==> src/rtl/si_arbiter_pkg.sv <==
// si_arbiter_pkg: arbiter state type, drop counter width and round-robin pick helper
package si_arbiter_pkg;
  typedef enum logic {IDLE, FORWARD} state_t;
  localparam int DROP_COUNT_WIDTH = 32;
  function automatic logic [4:0] rr_pick(input logic [15:0] req, input logic [3:0] last, input int n);
    logic [4:0] r;
    int idx;
    r = '0;
    for (int k = 16; k >= 1; k--) begin
      idx = (int'(last) + k) % n;
      if (k <= n && req[idx]) r = {1'b1, 4'(idx)};
    end
    return r;
  endfunction
endpackage

==> src/rtl/si_axis_skid_buffer.sv <==
// si_axis_skid_buffer: 2-entry registered output stage; s_* beat in (s_ready from a register), m_* registered beat out, user carries the source id
module si_axis_skid_buffer #(
  parameter int DATA_WIDTH = 128,
  parameter int KEEP_WIDTH = (DATA_WIDTH + 7) / 8,
  parameter int USER_WIDTH = 2
) (
  input  logic                  clk,
  input  logic                  rst,
  input  logic                  s_valid,
  output logic                  s_ready,
  input  logic [DATA_WIDTH-1:0] s_data,
  input  logic [KEEP_WIDTH-1:0] s_keep,
  input  logic                  s_last,
  input  logic [USER_WIDTH-1:0] s_user,
  output logic                  m_valid,
  input  logic                  m_ready,
  output logic [DATA_WIDTH-1:0] m_data,
  output logic [KEEP_WIDTH-1:0] m_keep,
  output logic                  m_last,
  output logic [USER_WIDTH-1:0] m_user
);
  localparam int W = DATA_WIDTH + KEEP_WIDTH + 1 + USER_WIDTH;
  logic [W-1:0] in_w, out_w, skid_w;
  logic skid_valid;
  assign in_w = {s_data, s_keep, s_last, s_user};
  assign {m_data, m_keep, m_last, m_user} = out_w;
  assign s_ready = !skid_valid;
  always_ff @(posedge clk)
    if (rst) begin
      m_valid <= 1'b0;
      skid_valid <= 1'b0;
    end else if (!m_valid || m_ready) begin
      m_valid <= skid_valid || s_valid;
      skid_valid <= 1'b0;
      out_w <= skid_valid ? skid_w : in_w;
    end else if (s_valid && s_ready) begin
      skid_valid <= 1'b1;
      skid_w <= in_w;
    end
endmodule

==> src/rtl/si_packet_arbiter.sv <==
// si_packet_arbiter: packet-atomic round-robin merge of NUM_INPUTS AXI4-Stream inputs; cfg_enable masks inputs, disabled/fragment inputs are drained and counted in drop_count, busy marks FORWARD
module si_packet_arbiter
  import si_arbiter_pkg::*;
#(
  parameter int NUM_INPUTS = 4,
  parameter int DATA_WIDTH = 128,
  parameter int KEEP_WIDTH = (DATA_WIDTH + 7) / 8,
  parameter int ID_WIDTH   = $clog2(NUM_INPUTS)
) (
  input  logic                           clk,
  input  logic                           rst,
  input  logic [NUM_INPUTS-1:0]          cfg_enable,
  input  logic [NUM_INPUTS-1:0]          s_axis_tvalid,
  output logic [NUM_INPUTS-1:0]          s_axis_tready,
  input  logic [NUM_INPUTS*DATA_WIDTH-1:0] s_axis_tdata,
  input  logic [NUM_INPUTS*KEEP_WIDTH-1:0] s_axis_tkeep,
  input  logic [NUM_INPUTS-1:0]          s_axis_tlast,
  output logic                           m_axis_tvalid,
  input  logic                           m_axis_tready,
  output logic [DATA_WIDTH-1:0]          m_axis_tdata,
  output logic [KEEP_WIDTH-1:0]          m_axis_tkeep,
  output logic                           m_axis_tlast,
  output logic [ID_WIDTH-1:0]            m_axis_tid,
  output logic [DROP_COUNT_WIDTH-1:0]    drop_count,
  output logic                           busy
);
  localparam int CW = $clog2(NUM_INPUTS + 1);
  localparam int DW = DROP_COUNT_WIDTH + 1;
  state_t state;
  logic [ID_WIDTH-1:0] grant, last_grant;
  logic [NUM_INPUTS-1:0] drop_active, drain, eligible;
  logic [4:0] pick;
  logic fwd_valid, fwd_ready, fwd_last;
  logic [CW-1:0] n_drop;
  logic [DW-1:0] drop_sum;
  assign busy = state == FORWARD;
  assign eligible = cfg_enable & ~drop_active & s_axis_tvalid;
  assign pick = rr_pick(16'(eligible), 4'(last_grant), NUM_INPUTS);
  assign fwd_valid = busy && s_axis_tvalid[grant];
  assign fwd_last = s_axis_tlast[grant];
  assign drop_sum = {1'b0, drop_count} + DW'(n_drop);
  always_comb begin
    drain = '0;
    s_axis_tready = '0;
    n_drop = '0;
    for (int i = 0; i < NUM_INPUTS; i++) begin
      drain[i] = !(busy && grant == ID_WIDTH'(i)) && (!cfg_enable[i] || drop_active[i]);
      s_axis_tready[i] = (busy && grant == ID_WIDTH'(i)) ? fwd_ready : drain[i];
      n_drop = n_drop + CW'(drain[i] && s_axis_tvalid[i] && s_axis_tlast[i]);
    end
  end
  always_ff @(posedge clk)
    if (rst) begin
      state <= IDLE;
      grant <= '0;
      last_grant <= ID_WIDTH'(NUM_INPUTS - 1);
      drop_active <= '0;
      drop_count <= '0;
    end else begin
      for (int i = 0; i < NUM_INPUTS; i++)
        if (drain[i] && s_axis_tvalid[i]) drop_active[i] <= !s_axis_tlast[i];
      drop_count <= drop_sum[DW-1] ? '1 : drop_sum[DROP_COUNT_WIDTH-1:0];
      if (state == IDLE && pick[4]) begin
        grant <= ID_WIDTH'(pick[3:0]);
        state <= FORWARD;
      end
      if (fwd_valid && fwd_ready && fwd_last) begin
        last_grant <= grant;
        state <= IDLE;
      end
    end
  si_axis_skid_buffer #(
    .DATA_WIDTH(DATA_WIDTH),
    .KEEP_WIDTH(KEEP_WIDTH),
    .USER_WIDTH(ID_WIDTH)
  ) u_skid (
    .clk(clk),
    .rst(rst),
    .s_valid(fwd_valid),
    .s_ready(fwd_ready),
    .s_data(s_axis_tdata[grant*DATA_WIDTH +: DATA_WIDTH]),
    .s_keep(s_axis_tkeep[grant*KEEP_WIDTH +: KEEP_WIDTH]),
    .s_last(fwd_last),
    .s_user(grant),
    .m_valid(m_axis_tvalid),
    .m_ready(m_axis_tready),
    .m_data(m_axis_tdata),
    .m_keep(m_axis_tkeep),
    .m_last(m_axis_tlast),
    .m_user(m_axis_tid)
  );
endmodule

==> config.mk <==
export PLATFORM = sky130hd
export DESIGN_NAME = si_packet_arbiter
export DESIGN_NICKNAME = d
export VERILOG_FILES = /design/src/rtl/si_arbiter_pkg.sv /design/src/rtl/si_axis_skid_buffer.sv /design/src/rtl/si_packet_arbiter.sv
export SDC_FILE = /design/constraint.sdc
export NUM_CORES = 1
export LEC_CHECK = 0
export ABC_AREA = 0
export BUFFER_PORTS_ARGS = -buffer_cell sky130_fd_sc_hd__buf_2
export CAP_MARGIN = 10
export CORE_AREA = 3 3 301 303
export CTS_CLUSTER_DIAMETER = 60
export DETAILED_ROUTE_END_ITERATION = 16
export DIE_AREA = 0 0 304 306
export MAX_ROUTING_LAYER = met4
export PLACE_DENSITY = 0.49
export SETUP_SLACK_MARGIN = 0.15
export SLEW_MARGIN = 20
export SYNTH_ARGS = -nofsm -noshare
export SYNTH_HDL_FRONTEND = slang
export SYNTH_SLANG_ARGS = --single-unit
==> constraint.sdc <==
create_clock -name clk -period 29.2 [get_ports clk]
set_input_delay 5.84 -clock clk [delete_from_list [all_inputs] [get_ports clk]]
set_output_delay 5.84 -clock clk [all_outputs]
set_load 0.02 [all_outputs]
==> impl_metrics.env <==
export IMPL_post_cts_resized=0
export IMPL_die_area_um2=93020
export IMPL_clock_sinks=337
export IMPL_ys_warn_count=0
export IMPL_cpPeakStageDelay_ns=0.29
export IMPL_cap_violations=0
export IMPL_gr_usage_all_layers_pct=13.38
export IMPL_drt_wirelength_per_cell_um=20.08
export IMPL_start_util_pct=18.57
export IMPL_worst_pin_slew_ns=0.9446
export IMPL_hpwl_um=49930
export IMPL_seq_area_frac_synth_pct=59.14
export IMPL_synth_cells=1199
export IMPL_drc=0
export IMPL_p_per_area_nw_per_um2=60.21
export IMPL_crit_chain="buf_2, nand2b_1, mux2_2, buf_2"
export IMPL_overflow=0
export IMPL_drive_gt1_share_pct=51.68
export IMPL_rsz0062_at_grt="false"
export IMPL_finClkSkew_ns=0.01269
export IMPL_synthArstFlopShare_pct=0
export IMPL_grt_max_degree=67
export IMPL_htree_levels=2
export IMPL_crit_fanout=3
export IMPL_synth_top_family_by_area="multiplexers"
export IMPL_status="finished, final reports clean"
export IMPL_synth_nets=1797
export IMPL_ctsHoldBuffers=0
export IMPL_fmax_mhz=81.18
export IMPL_leakage_uw=0.009468
export IMPL_worstSkewPairLatency_ns=0.56
export IMPL_cts_setup_buffers=0
export IMPL_via_count=13123
export IMPL_slew_violations=0
export IMPL_synth_xor_area_share_pct=1.390
export IMPL_period_share_pct=42.18
export IMPL_fin_crit_ns=12.32
export IMPL_seqCellArea_um2=9701
export IMPL_endpoint_kind="output port"
export IMPL_startpoint_type="primary input"
export IMPL_slew_headroom_pct=37.03
export IMPL_area_growth_synth_to_final_pct=39.92
export IMPL_dieWidth_um=304
export IMPL_port_buffers=775
export IMPL_grt_pass1_wl_um=90770
export IMPL_synthAdderAreaFrac_pct=0.6262
export IMPL_cts_tree="built"
export IMPL_ys_types=55
export IMPL_critPathKind="primary input to output port"
export IMPL_yosysTopAreaCell="edfxtp_1"
export IMPL_synthTopCellsByArea="edfxtp_1 54%, mux4_2 20%, nand2_1 10%"
export IMPL_arrival_ns=6.48
export IMPL_viasPerCell=4.150
export IMPL_final_antenna_net_count=0
export IMPL_syn_mean_instance_area_um2=13.67
export IMPL_place_congestion=1.018
export IMPL_hp_class="flop to flop"
export IMPL_cts_buffers=43
export IMPL_firstDrtPassIters=5
export IMPL_first_iter_violations=917
export IMPL_cts_buffer_depth=3
export IMPL_pin_count=776
export IMPL_fin_util_pct=25.98
export IMPL_crit_slowest_cell="mux2_2"
export IMPL_vdd_ir_drop_worst_mv=0.03157
export IMPL_fin_nets=2554
export IMPL_power_total_uw=1380
export IMPL_setup_viol_count_final=0
export IMPL_synth_compound_area_share_pct=2.398
export IMPL_synth_ff_type="edfxtp_1"
export IMPL_routed_wl_um=63500
export IMPL_multi_input_area_um2=6316
export IMPL_synth_edf_count=294
export IMPL_synth_ff_latch_count=337
export IMPL_hold_ws_ns=0.5004
export IMPL_synthesis_area_um2=16380
export IMPL_nFillCells=9318
export IMPL_setup_tns_ns=0
export IMPL_grt_pass1_vias=13651
export IMPL_synthSimpleGateAreaFrac_pct=13.50
export IMPL_core_um2=88240
export IMPL_antenna_found_initial=16
export IMPL_clkTransAtPathRegs_ns=0.06
export IMPL_die_y_um=306
export IMPL_crit_path_frequent_cell="buf_2"
export IMPL_cts_root_buffer="clkbuf_16"
export IMPL_required_ns=23.36
export IMPL_synth_top_area_share_pct=53.88
export IMPL_yosys_mux_area_fraction_pct=20.55
export IMPL_finalHoldViolCount=0
export IMPL_fp_row_count=109
[state kept, by name (all words and copies together) (netlist names)]
register           flops
drop_count            32
busy                   1
drop_active            4
u_skid.out_w         147
last_grant             2
grant                  2
u_skid.skid_valid      1
u_skid.skid_w        147
u_skid.m_valid         1
[per-layer routing]
metal	routed length [um]	GRT usage (%)
met1	24750	15.05
met4	2422	4.990
met2	30590	21.65
met3	5743	5.098
met5	0	-
[final timing paths]
check / startpoint / to / slack (ns) / depth (start not counted)
worst min register to register: u_skid.skid_w[67] / u_skid.out_w[67] / 0.50 / 2
worst min-delay path: u_skid.skid_w[67] / u_skid.out_w[67] / 0.50 / 2
worst max register to register: grant[0] / drop_count[16] / 24.01 / 13
worst max-delay path: cfg_enable[0] / s_axis_tready[0] / 16.88 / 4
[worst max-delay path: cells and delay by family]
family | cells | cell delay [ns]
buf+inv | 2 | 0.26
mux | 1 | 0.29
simple gates | 1 | 0.08
[stage by stage]
stage	instance area [um2]	instances	setup WS (ns)
floorplan	16380	1199	8.216
global placement	21510	3076	16.92
detailed placement	21510	3076	16.90
CTS	22910	3154	16.89
global route	22930	3162	16.87
finish	22930	3162	16.88
[kinds of logic after synthesis]
group / count (synthesis)
AND/OR/NAND/NOR: 527
flip-flops: 337
multiplexers: 153
buffers and inverters: 87
AO/OA/AOI/OAI: 62
XOR/XNOR: 26
adder cells (fa/ha/maj): 7
[cell type report]
| type | instances | area share [%] |
|---|---|---|
| inverter | 8 | 0.1528 |
| antenna | 8 | 0.08732 |
| sequential | 337 | 42.31 |
| timing repair buffer | 791 | 17.44 |
| clock buffer | 45 | 4.726 |
| clock inverter | 33 | 1.370 |
| tap | 1165 | 6.358 |
| multi-input combinational | 775 | 27.55 |
[cells in the final DEF (no fill, tap or decap), types with 4 or more instances in the layout]
cell type	instances
nor4_1	6
and4_1	8
bufinv_16	4
buf_4	16
nand3b_1	5
o211ai_1	4
nand3_1	10
mux4_2	146
a31oi_1	9
nor3_1	12
mux2_2	7
nand2_1	443
clkbuf_16	43
clkinv_2	9
nand4_1	5
nand2b_1	6
buf_2	775
ha_1	5
xor2_1	15
diode_2	8
and3_2	4
inv_1	7
xnor2_1	11
clkinv_1	11
edfxtp_1	294
a21oi_1	33
dfxtp_1	40
nor2_1	9
o21ai_0	4
[where the power goes]
group / internal [uW] / total [uW] / switching [uW]
Combinational: 122 / 269 / 147
Clock: 308 / 522 / 214
Sequential: 572 / 589 / 16.8
[synthesized netlist by cell type, types with 2 or more instances]
cell type and instances:
nand3b_1 5, clkbuf_1 49, a21oi_1 33, and4_1 8, and2_1 3, buf_1 4
o21ai_0 4, buf_2 19, o211ai_1 4, ha_1 5, nand2_1 443, nor4_1 7
nor2b_1 2, a31oi_1 9, inv_1 8, buf_6 4, mux4_2 146, nand3_1 10
and3_2 4, edfxtp_1 294, dfxtp_1 43, nor2_1 9, and3_1 2, a211oi_1 2
xnor2_1 11, mux2_2 7, nand2b_1 6, xor2_1 15, nor3_1 12, nand4_1 5
fa_1 2
(Power assumes the default switching activity.)
